`src/rtl/sram_master_pkg.sv`:
```
// rtl/sram_master_pkg.sv - shared sizes, FSM state type and byte-enable expansion for sram_64x64_master
// Contents:
//   SRAM_AW/SRAM_DW/SRAM_BEW/SRAM_DEPTH - SRAM geometry
//   RSP_DEPTH                           - read response FIFO depth
//   state_t                             - controller state (INIT sweep, RUN traffic)
//   be_to_mask                          - byte enables to per-bit write mask
package sram_master_pkg;

    localparam int SRAM_AW    = 6;
    localparam int SRAM_DW    = 64;
    localparam int SRAM_BEW   = 8;
    localparam int SRAM_DEPTH = 64;
    localparam int RSP_DEPTH  = 2;

    typedef enum logic {
        ST_INIT = 1'b0,
        ST_RUN  = 1'b1
    } state_t;

    function automatic logic [SRAM_DW-1:0] be_to_mask(input logic [SRAM_BEW-1:0] be);
        logic [SRAM_DW-1:0] mask;
        for (int k = 0; k < SRAM_BEW; k++) begin
            mask[8*k +: 8] = {8{be[k]}};
        end
        return mask;
    endfunction

endpackage

```
`src/rtl/sram_64x64_master_if.sv`:
```
// rtl/sram_64x64_master_if.sv - request, response and SRAM-side signal bundle for sram_64x64_master
// Signals:
//   i_req_valid/o_req_ready/i_req_we/i_req_addr/i_req_wdata/i_req_be - request channel
//   o_rsp_valid/i_rsp_ready/o_rsp_rdata                               - read response channel
//   o_sram_cen/o_sram_wen/o_sram_bit_mask/o_sram_addr/o_sram_wdata    - SRAM command
//   i_sram_rdata                                                      - SRAM read data (one cycle latency)
//   o_init_done                                                       - memory ready for traffic
// Modports: master = controller side, slave = requester/SRAM environment side.
interface sram_64x64_master_if;
    import sram_master_pkg::*;

    logic                i_req_valid;
    logic                o_req_ready;
    logic                i_req_we;
    logic [SRAM_AW-1:0]  i_req_addr;
    logic [SRAM_DW-1:0]  i_req_wdata;
    logic [SRAM_BEW-1:0] i_req_be;

    logic                o_rsp_valid;
    logic                i_rsp_ready;
    logic [SRAM_DW-1:0]  o_rsp_rdata;

    logic                o_sram_cen;
    logic                o_sram_wen;
    logic [SRAM_DW-1:0]  o_sram_bit_mask;
    logic [SRAM_AW-1:0]  o_sram_addr;
    logic [SRAM_DW-1:0]  o_sram_wdata;
    logic [SRAM_DW-1:0]  i_sram_rdata;

    logic                o_init_done;

    modport master (
        input  i_req_valid, i_req_we, i_req_addr, i_req_wdata, i_req_be,
        input  i_rsp_ready, i_sram_rdata,
        output o_req_ready, o_rsp_valid, o_rsp_rdata,
        output o_sram_cen, o_sram_wen, o_sram_bit_mask, o_sram_addr, o_sram_wdata,
        output o_init_done
    );

    modport slave (
        output i_req_valid, i_req_we, i_req_addr, i_req_wdata, i_req_be,
        output i_rsp_ready, i_sram_rdata,
        input  o_req_ready, o_rsp_valid, o_rsp_rdata,
        input  o_sram_cen, o_sram_wen, o_sram_bit_mask, o_sram_addr, o_sram_wdata,
        input  o_init_done
    );

endinterface

```
`src/rtl/sram_master_rsp_fifo.sv`:
```
// rtl/sram_master_rsp_fifo.sv - two-entry read response FIFO
// Ports:
//   clk, rst        - clock, asynchronous active-high reset
//   push, push_data - enqueue request and data
//   pop             - dequeue head (ignored when empty)
//   valid, data     - head entry present / head data
//   count           - current occupancy 0..2
module sram_master_rsp_fifo
    import sram_master_pkg::*;
(
    input  logic               clk,
    input  logic               rst,
    input  logic               push,
    input  logic [SRAM_DW-1:0] push_data,
    input  logic               pop,
    output logic               valid,
    output logic [SRAM_DW-1:0] data,
    output logic [1:0]         count
);

    localparam int PW = $clog2(RSP_DEPTH);

    logic [SRAM_DW-1:0] mem [RSP_DEPTH];
    logic [PW-1:0]      wr_ptr;
    logic [PW-1:0]      rd_ptr;
    logic [1:0]         occ;
    logic               do_push;
    logic               do_pop;

    assign do_pop  = pop & (occ != 2'd0);
    // A full FIFO still accepts a push in the cycle it is popped.
    assign do_push = push & ((occ != 2'(RSP_DEPTH)) | do_pop);

    always_ff @(posedge clk or posedge rst) begin
        if (rst) begin
            wr_ptr <= '0;
            rd_ptr <= '0;
            occ    <= 2'd0;
        end else begin
            if (do_push) begin
                wr_ptr <= wr_ptr + 1'b1;
            end
            if (do_pop) begin
                rd_ptr <= rd_ptr + 1'b1;
            end
            occ <= occ + {1'b0, do_push} - {1'b0, do_pop};
        end
    end

    always_ff @(posedge clk) begin
        if (do_push) begin
            mem[wr_ptr] <= push_data;
        end
    end

    assign valid = (occ != 2'd0);
    assign data  = mem[rd_ptr];
    assign count = occ;

endmodule

```
`src/rtl/sram_64x64_master.sv`:
```
// rtl/sram_64x64_master.sv - credit-limited request/response master for a 64x64 single-port SRAM
// Optional power-on clear sweep of all words: define SRAM_MASTER_INIT_EN.
// Ports:
//   i_clk - clock, all state on rising edge
//   i_rst - asynchronous active-high reset
//   bus   - request, response and SRAM signals (sram_64x64_master_if.master)
module sram_64x64_master
    import sram_master_pkg::*;
(
    input  logic                i_clk,
    input  logic                i_rst,
    sram_64x64_master_if.master bus
);

    state_t             state;
    logic [SRAM_AW-1:0] init_addr;
    logic               rd_inflight;
    logic               fifo_valid;
    logic [SRAM_DW-1:0] fifo_data;
    logic [1:0]         fifo_count;
    logic [1:0]         credit;
    logic               in_run;
    logic               req_fire;
    logic               rsp_fire;

`ifdef SRAM_MASTER_INIT_EN
    state_t             state_next;
    logic [SRAM_AW-1:0] init_addr_next;

    always_ff @(posedge i_clk or posedge i_rst) begin
        if (i_rst) begin
            state     <= ST_INIT;
            init_addr <= '0;
        end else begin
            state     <= state_next;
            init_addr <= init_addr_next;
        end
    end

    always_comb begin
        state_next     = state;
        init_addr_next = init_addr;
        if (state == ST_INIT) begin
            init_addr_next = init_addr + 1'b1;
            if (init_addr == SRAM_AW'(SRAM_DEPTH - 1)) begin
                state_next = ST_RUN;
            end
        end
    end

    assign bus.o_init_done = (state == ST_RUN);
`else
    assign state           = ST_RUN;
    assign init_addr       = '0;
    assign bus.o_init_done = 1'b1;
`endif

    // Credits cover both buffered responses and the read whose data is
    // still on its way back from the SRAM, so the FIFO can never overflow.
    assign credit   = fifo_count + {1'b0, rd_inflight};
    assign rsp_fire = fifo_valid & bus.i_rsp_ready;
    assign in_run   = (state == ST_RUN) & ~i_rst;

    // A full credit pool frees one slot in the same cycle a response leaves.
    assign bus.o_req_ready = in_run & ((credit < 2'd2) | ((credit == 2'd2) & rsp_fire));
    assign req_fire        = bus.i_req_valid & bus.o_req_ready;

    always_comb begin
        bus.o_sram_cen      = 1'b0;
        bus.o_sram_wen      = bus.i_req_we;
        bus.o_sram_bit_mask = '0;
        bus.o_sram_addr     = bus.i_req_addr;
        bus.o_sram_wdata    = bus.i_req_wdata;
        if (!i_rst && (state == ST_INIT)) begin
            bus.o_sram_cen      = 1'b1;
            bus.o_sram_wen      = 1'b1;
            bus.o_sram_bit_mask = '1;
            bus.o_sram_addr     = init_addr;
            bus.o_sram_wdata    = '0;
        end else begin
            bus.o_sram_cen = req_fire;
            if (bus.i_req_we) begin
                bus.o_sram_bit_mask = be_to_mask(bus.i_req_be);
            end
        end
    end

    // SRAM data for a read accepted last cycle is valid now; capture it.
    always_ff @(posedge i_clk or posedge i_rst) begin
        if (i_rst) begin
            rd_inflight <= 1'b0;
        end else begin
            rd_inflight <= req_fire & ~bus.i_req_we;
        end
    end

    sram_master_rsp_fifo u_rsp_fifo (
        .clk       (i_clk),
        .rst       (i_rst),
        .push      (rd_inflight),
        .push_data (bus.i_sram_rdata),
        .pop       (rsp_fire),
        .valid     (fifo_valid),
        .data      (fifo_data),
        .count     (fifo_count)
    );

    assign bus.o_rsp_valid = fifo_valid;
    assign bus.o_rsp_rdata = fifo_data;

endmodule

```
`src/flat_wrapper.sv`:
```
// flat-port wrapper written by rule: the top's interface ports become plain ports
module sram_64x64_master_flat import sram_master_pkg::*;
  (i_clk, i_rst, bus_i_req_valid, bus_i_req_we, bus_i_req_addr, bus_i_req_wdata, bus_i_req_be, bus_i_rsp_ready, bus_i_sram_rdata, bus_o_req_ready, bus_o_rsp_valid, bus_o_rsp_rdata, bus_o_sram_cen, bus_o_sram_wen, bus_o_sram_bit_mask, bus_o_sram_addr, bus_o_sram_wdata, bus_o_init_done);
  sram_64x64_master_if bus_i ();
  input  logic i_clk;
  input  logic i_rst;
  input wire logic [$bits(bus_i.i_req_valid)-1:0] bus_i_req_valid;
  input wire logic [$bits(bus_i.i_req_we)-1:0] bus_i_req_we;
  input wire logic [$bits(bus_i.i_req_addr)-1:0] bus_i_req_addr;
  input wire logic [$bits(bus_i.i_req_wdata)-1:0] bus_i_req_wdata;
  input wire logic [$bits(bus_i.i_req_be)-1:0] bus_i_req_be;
  input wire logic [$bits(bus_i.i_rsp_ready)-1:0] bus_i_rsp_ready;
  input wire logic [$bits(bus_i.i_sram_rdata)-1:0] bus_i_sram_rdata;
  output wire logic [$bits(bus_i.o_req_ready)-1:0] bus_o_req_ready;
  output wire logic [$bits(bus_i.o_rsp_valid)-1:0] bus_o_rsp_valid;
  output wire logic [$bits(bus_i.o_rsp_rdata)-1:0] bus_o_rsp_rdata;
  output wire logic [$bits(bus_i.o_sram_cen)-1:0] bus_o_sram_cen;
  output wire logic [$bits(bus_i.o_sram_wen)-1:0] bus_o_sram_wen;
  output wire logic [$bits(bus_i.o_sram_bit_mask)-1:0] bus_o_sram_bit_mask;
  output wire logic [$bits(bus_i.o_sram_addr)-1:0] bus_o_sram_addr;
  output wire logic [$bits(bus_i.o_sram_wdata)-1:0] bus_o_sram_wdata;
  output wire logic [$bits(bus_i.o_init_done)-1:0] bus_o_init_done;
  assign bus_i.i_req_valid = bus_i_req_valid;
  assign bus_i.i_req_we = bus_i_req_we;
  assign bus_i.i_req_addr = bus_i_req_addr;
  assign bus_i.i_req_wdata = bus_i_req_wdata;
  assign bus_i.i_req_be = bus_i_req_be;
  assign bus_i.i_rsp_ready = bus_i_rsp_ready;
  assign bus_i.i_sram_rdata = bus_i_sram_rdata;
  assign bus_o_req_ready = bus_i.o_req_ready;
  assign bus_o_rsp_valid = bus_i.o_rsp_valid;
  assign bus_o_rsp_rdata = bus_i.o_rsp_rdata;
  assign bus_o_sram_cen = bus_i.o_sram_cen;
  assign bus_o_sram_wen = bus_i.o_sram_wen;
  assign bus_o_sram_bit_mask = bus_i.o_sram_bit_mask;
  assign bus_o_sram_addr = bus_i.o_sram_addr;
  assign bus_o_sram_wdata = bus_i.o_sram_wdata;
  assign bus_o_init_done = bus_i.o_init_done;
  sram_64x64_master u_core (.i_clk(i_clk), .i_rst(i_rst), .bus(bus_i));
endmodule
```
`config.mk`:
```
export PLATFORM = sky130hd
export DESIGN_NAME = sram_64x64_master_flat
export DESIGN_NICKNAME = d
export VERILOG_FILES = /design/src/rtl/sram_master_pkg.sv /design/src/rtl/sram_64x64_master_if.sv /design/src/rtl/sram_master_rsp_fifo.sv /design/src/rtl/sram_64x64_master.sv /design/src/flat_wrapper.sv
export SDC_FILE = /design/constraint.sdc
export NUM_CORES = 1
export LEC_CHECK = 0
export CAP_MARGIN = 15
export CORE_MARGIN = 5
export CORE_UTILIZATION = 31
export DETAILED_ROUTE_END_ITERATION = 8
export GPL_TIMING_DRIVEN = 0
export PLACE_DENSITY_LB_ADDON = 0.15
export SYNTH_ARGS = -nofsm -noshare
export SYNTH_HDL_FRONTEND = slang
export SYNTH_HIERARCHICAL = 1
export SYNTH_SLANG_ARGS = --single-unit
```
`constraint.sdc`:
```
create_clock -name i_clk -period 10.3 [get_ports i_clk]
set_input_delay 2.06 -clock i_clk [delete_from_list [all_inputs] [get_ports i_clk]]
set_output_delay 2.06 -clock i_clk [all_outputs]
set_load 0.03 [all_outputs]
```
==> Word-level counts from Yosys, hierarchy flattened <==
Memory sizes are Yosys's and may differ from the RTL's.
Index checks and enable logic that the tools add are counted.
Widths: inputs -> output; s select.
{ "word_totals": {"regBits": 5, "latch_bits": 0, "ramBits": 128, "rom_bits": 0, "in_bits": 147, "out_inout_bits": 203, "word_cells": 28, "memories": 1} }
{ "op_classes": {"add_sub_neg": 5, "multipliers": 0, "div_mod_pow": 0, "magnitude_cmp": 1, "n_eq_ne": 2, "n_shift": 0, "n_mux": 3, "bitwise_logic": 11, "reduce_logical": 1} }
{ "memory_table": {"columns": ["name", "depth", "width", "rd", "rd_ports_with_merged_regs", "write_ports", "line_no", "rtl"], "rows": [
  ["u_core.u_rsp_fifo.mem", 2, 64, 1, 0, 1, "sram_master_rsp_fifo.sv:23", "logic [SRAM_DW-1:0] mem [RSP_DEPTH];"]
]} }
{ "op_table": {"columns": ["op", "n"], "rows": [
  ["$mux 64", 1],
  ["$and 1x1->1", 7],
  ["$add 2x1->2", 2],
  ["$add 1x1->1 const B", 2],
  ["$eq 2x2->1 const B", 1],
  ["$lt 2x2->1 const B", 1],
  ["$mux 1", 2],
  ["$ne 2x2->1 const B", 1],
  ["$not 1->1", 2],
  ["$or 1x1->1", 2],
  ["$reduce_bool 2->1", 1],
  ["$sub 2x1->2", 1]
]} }

==> Longest topological paths before layout <==
Gate-level depths: netlist (run 1).
{ "depth": {"depth_word": 7, "ltp_mapped": 9, "mapped_depth_nobuf": 9} }

==> Modules after synthesis <==
Netlist (run 1), hierarchy kept.
{ "modules_own_cells": {"columns": ["mod", "n_inst", "cells_each", "area_per_inst_um2", "seq_area_each_um2"], "rows": [
  ["sram_master_rsp_fifo", 1, 220, 5059.9, 3943.8],
  ["sram_64x64_master", 1, 147, 1107.3, 25.0]
]} }

==> Worst setup path after synthesis (run 1) <==
OpenSTA, ideal clock, no wires.
{ "synth_timing": {"kind": "input-to-reg", "from": "input bus_i_rsp_ready", "to": "memory u_core.u_rsp_fifo.mem[0][0] (enable)", "t_arrival_ns": 4.973, "required_ns": 9.814, "path_slack_ns": 4.841, "path_stages": 3, "path_cell_list": "and2_1 -> nor3b_2 -> nor2_1"} }
{ "synth_via": {"elab_chain_len": 6} }
{ "synth_rtl": {"columns": ["item", "line_no", "rtl"], "rows": [
  ["start: declaration", "flat_wrapper.sv:12", "input wire logic [$bits(bus_i.i_rsp_ready)-1:0] bus_i_rsp_ready;"],
  ["$and 1x1->1", "sram_64x64_master.sv:61", "assign rsp_fire = fifo_valid & bus.i_rsp_ready;"],
  ["$and 1x1->1", "sram_master_rsp_fifo.sv:30", "assign do_pop = pop & (occ != 2'd0);"],
  ["$or 1x1->1", "sram_master_rsp_fifo.sv:32", "assign do_push = push & ((occ != 2'(RSP_DEPTH)) | do_pop);"],
  ["$and 1x1->1", "sram_master_rsp_fifo.sv:32", null],
  ["$mux 1", "sram_master_rsp_fifo.sv:51", "if (do_push) begin"],
  ["$mux 1 (implied by the code)", "sram_master_rsp_fifo.sv:52", "mem[wr_ptr] <= push_data;"],
  ["end: declaration", "sram_master_rsp_fifo.sv:23", null]
]} }
Every way passes these cells.

==> Worst setup path in the final report (run 1) <==
{ "layout_timing": {"from": "input bus_i_req_we", "to": "output bus_o_sram_bit_mask[15]"} }
{ "layout_via": {"elab_chain_len": 1} }
{ "layout_rtl": {"columns": ["item", "line_no", "rtl"], "rows": [
  ["start: declaration", "flat_wrapper.sv:8", "input wire logic [$bits(bus_i.i_req_we)-1:0] bus_i_req_we;"],
  ["$mux 64", "sram_64x64_master.sv:82", "if (bus.i_req_we) begin"],
  ["end: declaration", "flat_wrapper.sv:19", "output wire logic [$bits(bus_i.o_sram_bit_mask)-1:0] bus_o_sram_bit_mask;"]
]} }
Every way passes these cells.

==> flow_metrics.tcl, run 1 <==
set metrics [dict create \
    status "finished, final reports clean" \
    syn_nets 517 \
    ys_seq_area_share_pct 64.4 \
    post-route-util_pct 50.7 \
    io_buffers 278 \
    synthXorXnorAreaFrac_pct 0.568 \
    drc 0 \
    p_comb_share_pct 41.3 \
    syn2layout_area_growth_pct 60.4 \
    p_sw_uw 666 \
    yosysTopAreaCell "edfxtp_1" \
    clkPwrFrac_pct 26.8 \
    cts_max_level 4 \
    p_int_mw 1.38 \
    overflow 0 \
    drive_above_1_share_pct 34.6 \
    ys.flop_type "edfxtp_1" \
    nNetsFinal 817 \
    cp_data_arrival_time_ns 3.94 \
    cts_buffers 17 \
    wl_per_cell_um 16.4 \
    synth_edf_count 128 \
    antenna_left 0 \
    coreArea_um2 19500 \
    wl_mm 15.5 \
    die_h_um 151 \
    rsz0062_at_grt "false" \
    die_area_um2 22800 \
    yosys.area_share.simple_pct 2.13 \
    synth_commonest_cells "buf_4 (128), edfxtp_1 (128), mux2_4 (50), mux2_2 (14), and2_1 (9)" \
    dp_hpwl_mm 12.0 \
    max-vdd-ir-drop_mv 0.0938 \
    fin_cells 945 \
    cts_tree "done" \
    r2r-start "u_core/u_rsp_fifo/count[1]$_DFF_PP0_" \
    crit_fanout 10 \
    crit_path_start "bus_i_req_we" \
    via_count 3785 \
    p_sw_share_pct 32.5 \
    drv_cap 0 \
    hold_path_class "reg2reg" \
    synthArstFlopShare_pct 3.76 \
    fmax_mhz 167 \
    synth_warnings 6 \
    setup_violations 0 \
    cts_root_buf "clkbuf_16" \
    synth_mux_area_share_pct 14.7 \
    syn_area_um2 6170 \
    worst_slew_pin_slew_ns 0.516 \
    p_per_area_nw_per_um2 207 \
    antenna_found_initial 0 \
    synth_top_area_share_pct 62.3 \
    start_util_pct 31.6 \
    grt_usage_pct 13.0 \
    crit_type "in2out" \
    hold_viol 0 \
    critPathRequiredTime_ns 8.24 \
    clk_latency_ns 0.41 \
    cts.repair.resized 0 \
    synthCells 367 \
    fillers 1725 \
    rows 51 \
    cts_buffer_depth 2 \
    cts_setup_buffers 0 \
    synth_top_family_by_area "buffers and inverters" \
    hold_path.startpoint "u_core/u_rsp_fifo/wr_ptr$_DFFE_PP0P_" \
    dieWidth_um 151 \
    power_frac_seq_pct 32.0 \
    hold_buffers 0 \
    grt_max_degree 39 \
    first_pass_iters 4 \
    fin_crit_sh_pct 58.3 \
    ioPinCount 350 \
    end_kind "output port" \
    start_kind "input pin" \
    setup_tns_ns 0 \
    regArea_um2 3970 \
    finalClockSkew_ns 0.00713 \
    synth_area_leaders "edfxtp_1 (62%), buf_4 (16%), mux2_4 (12%), mux2_2 (2.6%), dfrtp_1 (2.0%)" \
    p_leak_nw 3.82 \
    diodes 0 \
    ys_types 24 \
    grt_pass1_vias 4221 \
    path_clk_slew_ns 0.06 \
    viasPerCell 4.01 \
    grt_pass1_wl_mm 22.5 \
    final_max_slew_viol_count 0 \
    synth_seq_cells 133 \
    multi_input_area_um2 1160 \
    place_inst 913 \
    period_minus_slack_ns 6.00 \
    cts.sinks 133 \
    drt_first_iter_violations 68 \
    slew_headroom_pct 65.6 \
    gp_congestion 0.739 \
    synth-compound-area-share_pct 0.609 \
    synth-adder-area-share_pct 0.609 \
    synth.avg_cell_area_um2 16.8 \
]
==> registers in the layout (all words and copies together), names as in the netlist <==
| register | flops |
|---|---|
| u_core/u_rsp_fifo/count | 2 |
| u_core/rd_inflight | 1 |
| u_core/u_rsp_fifo/mem | 128 |
| u_core/u_rsp_fifo/wr_ptr | 1 |
| u_core/u_rsp_fifo/rd_ptr | 1 |
==> worst max-delay path, stage by stage <==
cell,delay [ns]
clkdlybuf4s50_1,0.66
and2_1,0.38
buf_4,0.17
clkdlybuf4s50_1,0.67
==> through the flow <==
stage                     power [mW]  cell area [um^2]  setup WS (ns)  hold WS (ns)
after floorplan                 1.22              6170           4.84         0.511
after global placement          1.52              9280           2.57         0.531
after detailed placement        1.53              9350           4.23         0.584
after CTS                       2.08              9890           4.22         0.606
after global routing            2.14              9890           4.17         0.641
final                           2.05              9890           4.30         0.593
==> area by class of cell <==
type                       count  area share, %
sequential                   133           40.1
timing repair buffer         281           28.7
multi-input combinational     96           11.8
buffer                       135           10.4
clock buffer                  18           4.34
tap                          265           3.35
clock inverter                14           1.13
inverter                       3          0.114
==> cells in the final DEF, fill, tap and decap left out <==
cell type / count
buf_4: 128
or2_2: 1
xor2_1: 2
o21a_1: 1
and2_1: 9
mux2_2: 14
clkinv_1: 3
nand4bb_1: 1
buf_6: 6
nand2b_1: 4
ha_1: 3
clkinvlp_4: 5
clkinv_2: 3
and3b_4: 1
nand3b_1: 1
xnor2_1: 2
o211ai_1: 1
edfxtp_1: 128
buf_2: 1
mux2_4: 50
nor3b_2: 1
clkdlybuf4s50_1: 278
inv_1: 3
dfrtp_1: 5
conb_1: 1
clkbuf_1: 1
buf_12: 3
nor2_4: 1
inv_6: 2
a21oi_1: 2
bufinv_16: 1
clkbuf_16: 17
a211oi_2: 1
==> routing by layer <==
metal / vias to the layer above / global-route usage, % / part of all wire (%)
met5: - / 0 / 0
met4: 0 / 3.90 / 0.97
met3: 10 / 6.97 / 11
met2: 194 / 22.6 / 53
met1: 1794 / 13.7 / 35
li1: 1787 / - / -
==> power by group through the flow <==
| stage | clock network (mW) | logic (mW) | registers [mW] |
|---|---|---|---|
| 3_3_place_gp | 0 | 0.849 | 0.669 |
| 5_1_grt | 0.592 | 0.889 | 0.660 |
| 3_5_place_dp | 0 | 0.860 | 0.666 |
| 2_1_floorplan | 0 | 0.555 | 0.664 |
| 6_report | 0.548 | 0.846 | 0.655 |
| 4_1_cts | 0.566 | 0.863 | 0.655 |
==> logic make-up after synthesis <==
family          count (synthesis)
fa+ha+maj                       3
mux                            64
simple gates                   19
buf+inv                       138
compound gates                  5
other cells                     1
xor+xnor                        4
flops                         133
==> worst paths after layout <==
kind / to / slack (ns) / cells after the start
worst min-delay path: u_core/u_rsp_fifo/wr_ptr$_DFFE_PP0P_ / 0.59 / 2
worst max-delay path: bus_o_sram_bit_mask[15] / 4.30 / 4
max in group asynchronous: u_core/u_rsp_fifo/count[1]$_DFF_PP0_ / 8.22 / 2
min in group asynchronous: u_core/rd_inflight$_DFF_PP0_ / 1.87 / 2
worst max register to register: u_core/u_rsp_fifo/mem[1][33]$_DFFE_PP_ / 8.03 / 5
worst min register to register: u_core/u_rsp_fifo/wr_ptr$_DFFE_PP0P_ / 0.59 / 2
Note: power is estimated with default switching activity, not from simulation.
==> inputs of run 2 (changes only) <==
==> constraint.sdc (replaced) <==
create_clock -name i_clk -period 5.15 [get_ports i_clk]
set_input_delay 1.03 -clock i_clk [delete_from_list [all_inputs] [get_ports i_clk]]
set_output_delay 1.03 -clock i_clk [all_outputs]
set_load 0.03 [all_outputs]
==> results of run 2 <==
Same layout as run 1 (identical final DEF). Status: finished, final reports clean.
Among the figures that moved: setup slack after placement 4.23 ns -> 1.14 ns; setup slack after layout 4.30 ns -> 1.21 ns; register-to-register setup slack 8.03 ns -> 2.88 ns; total power 2.05 mW -> 4.10 mW; worst IR drop on VDD 0.0938 mV -> 0.188 mV
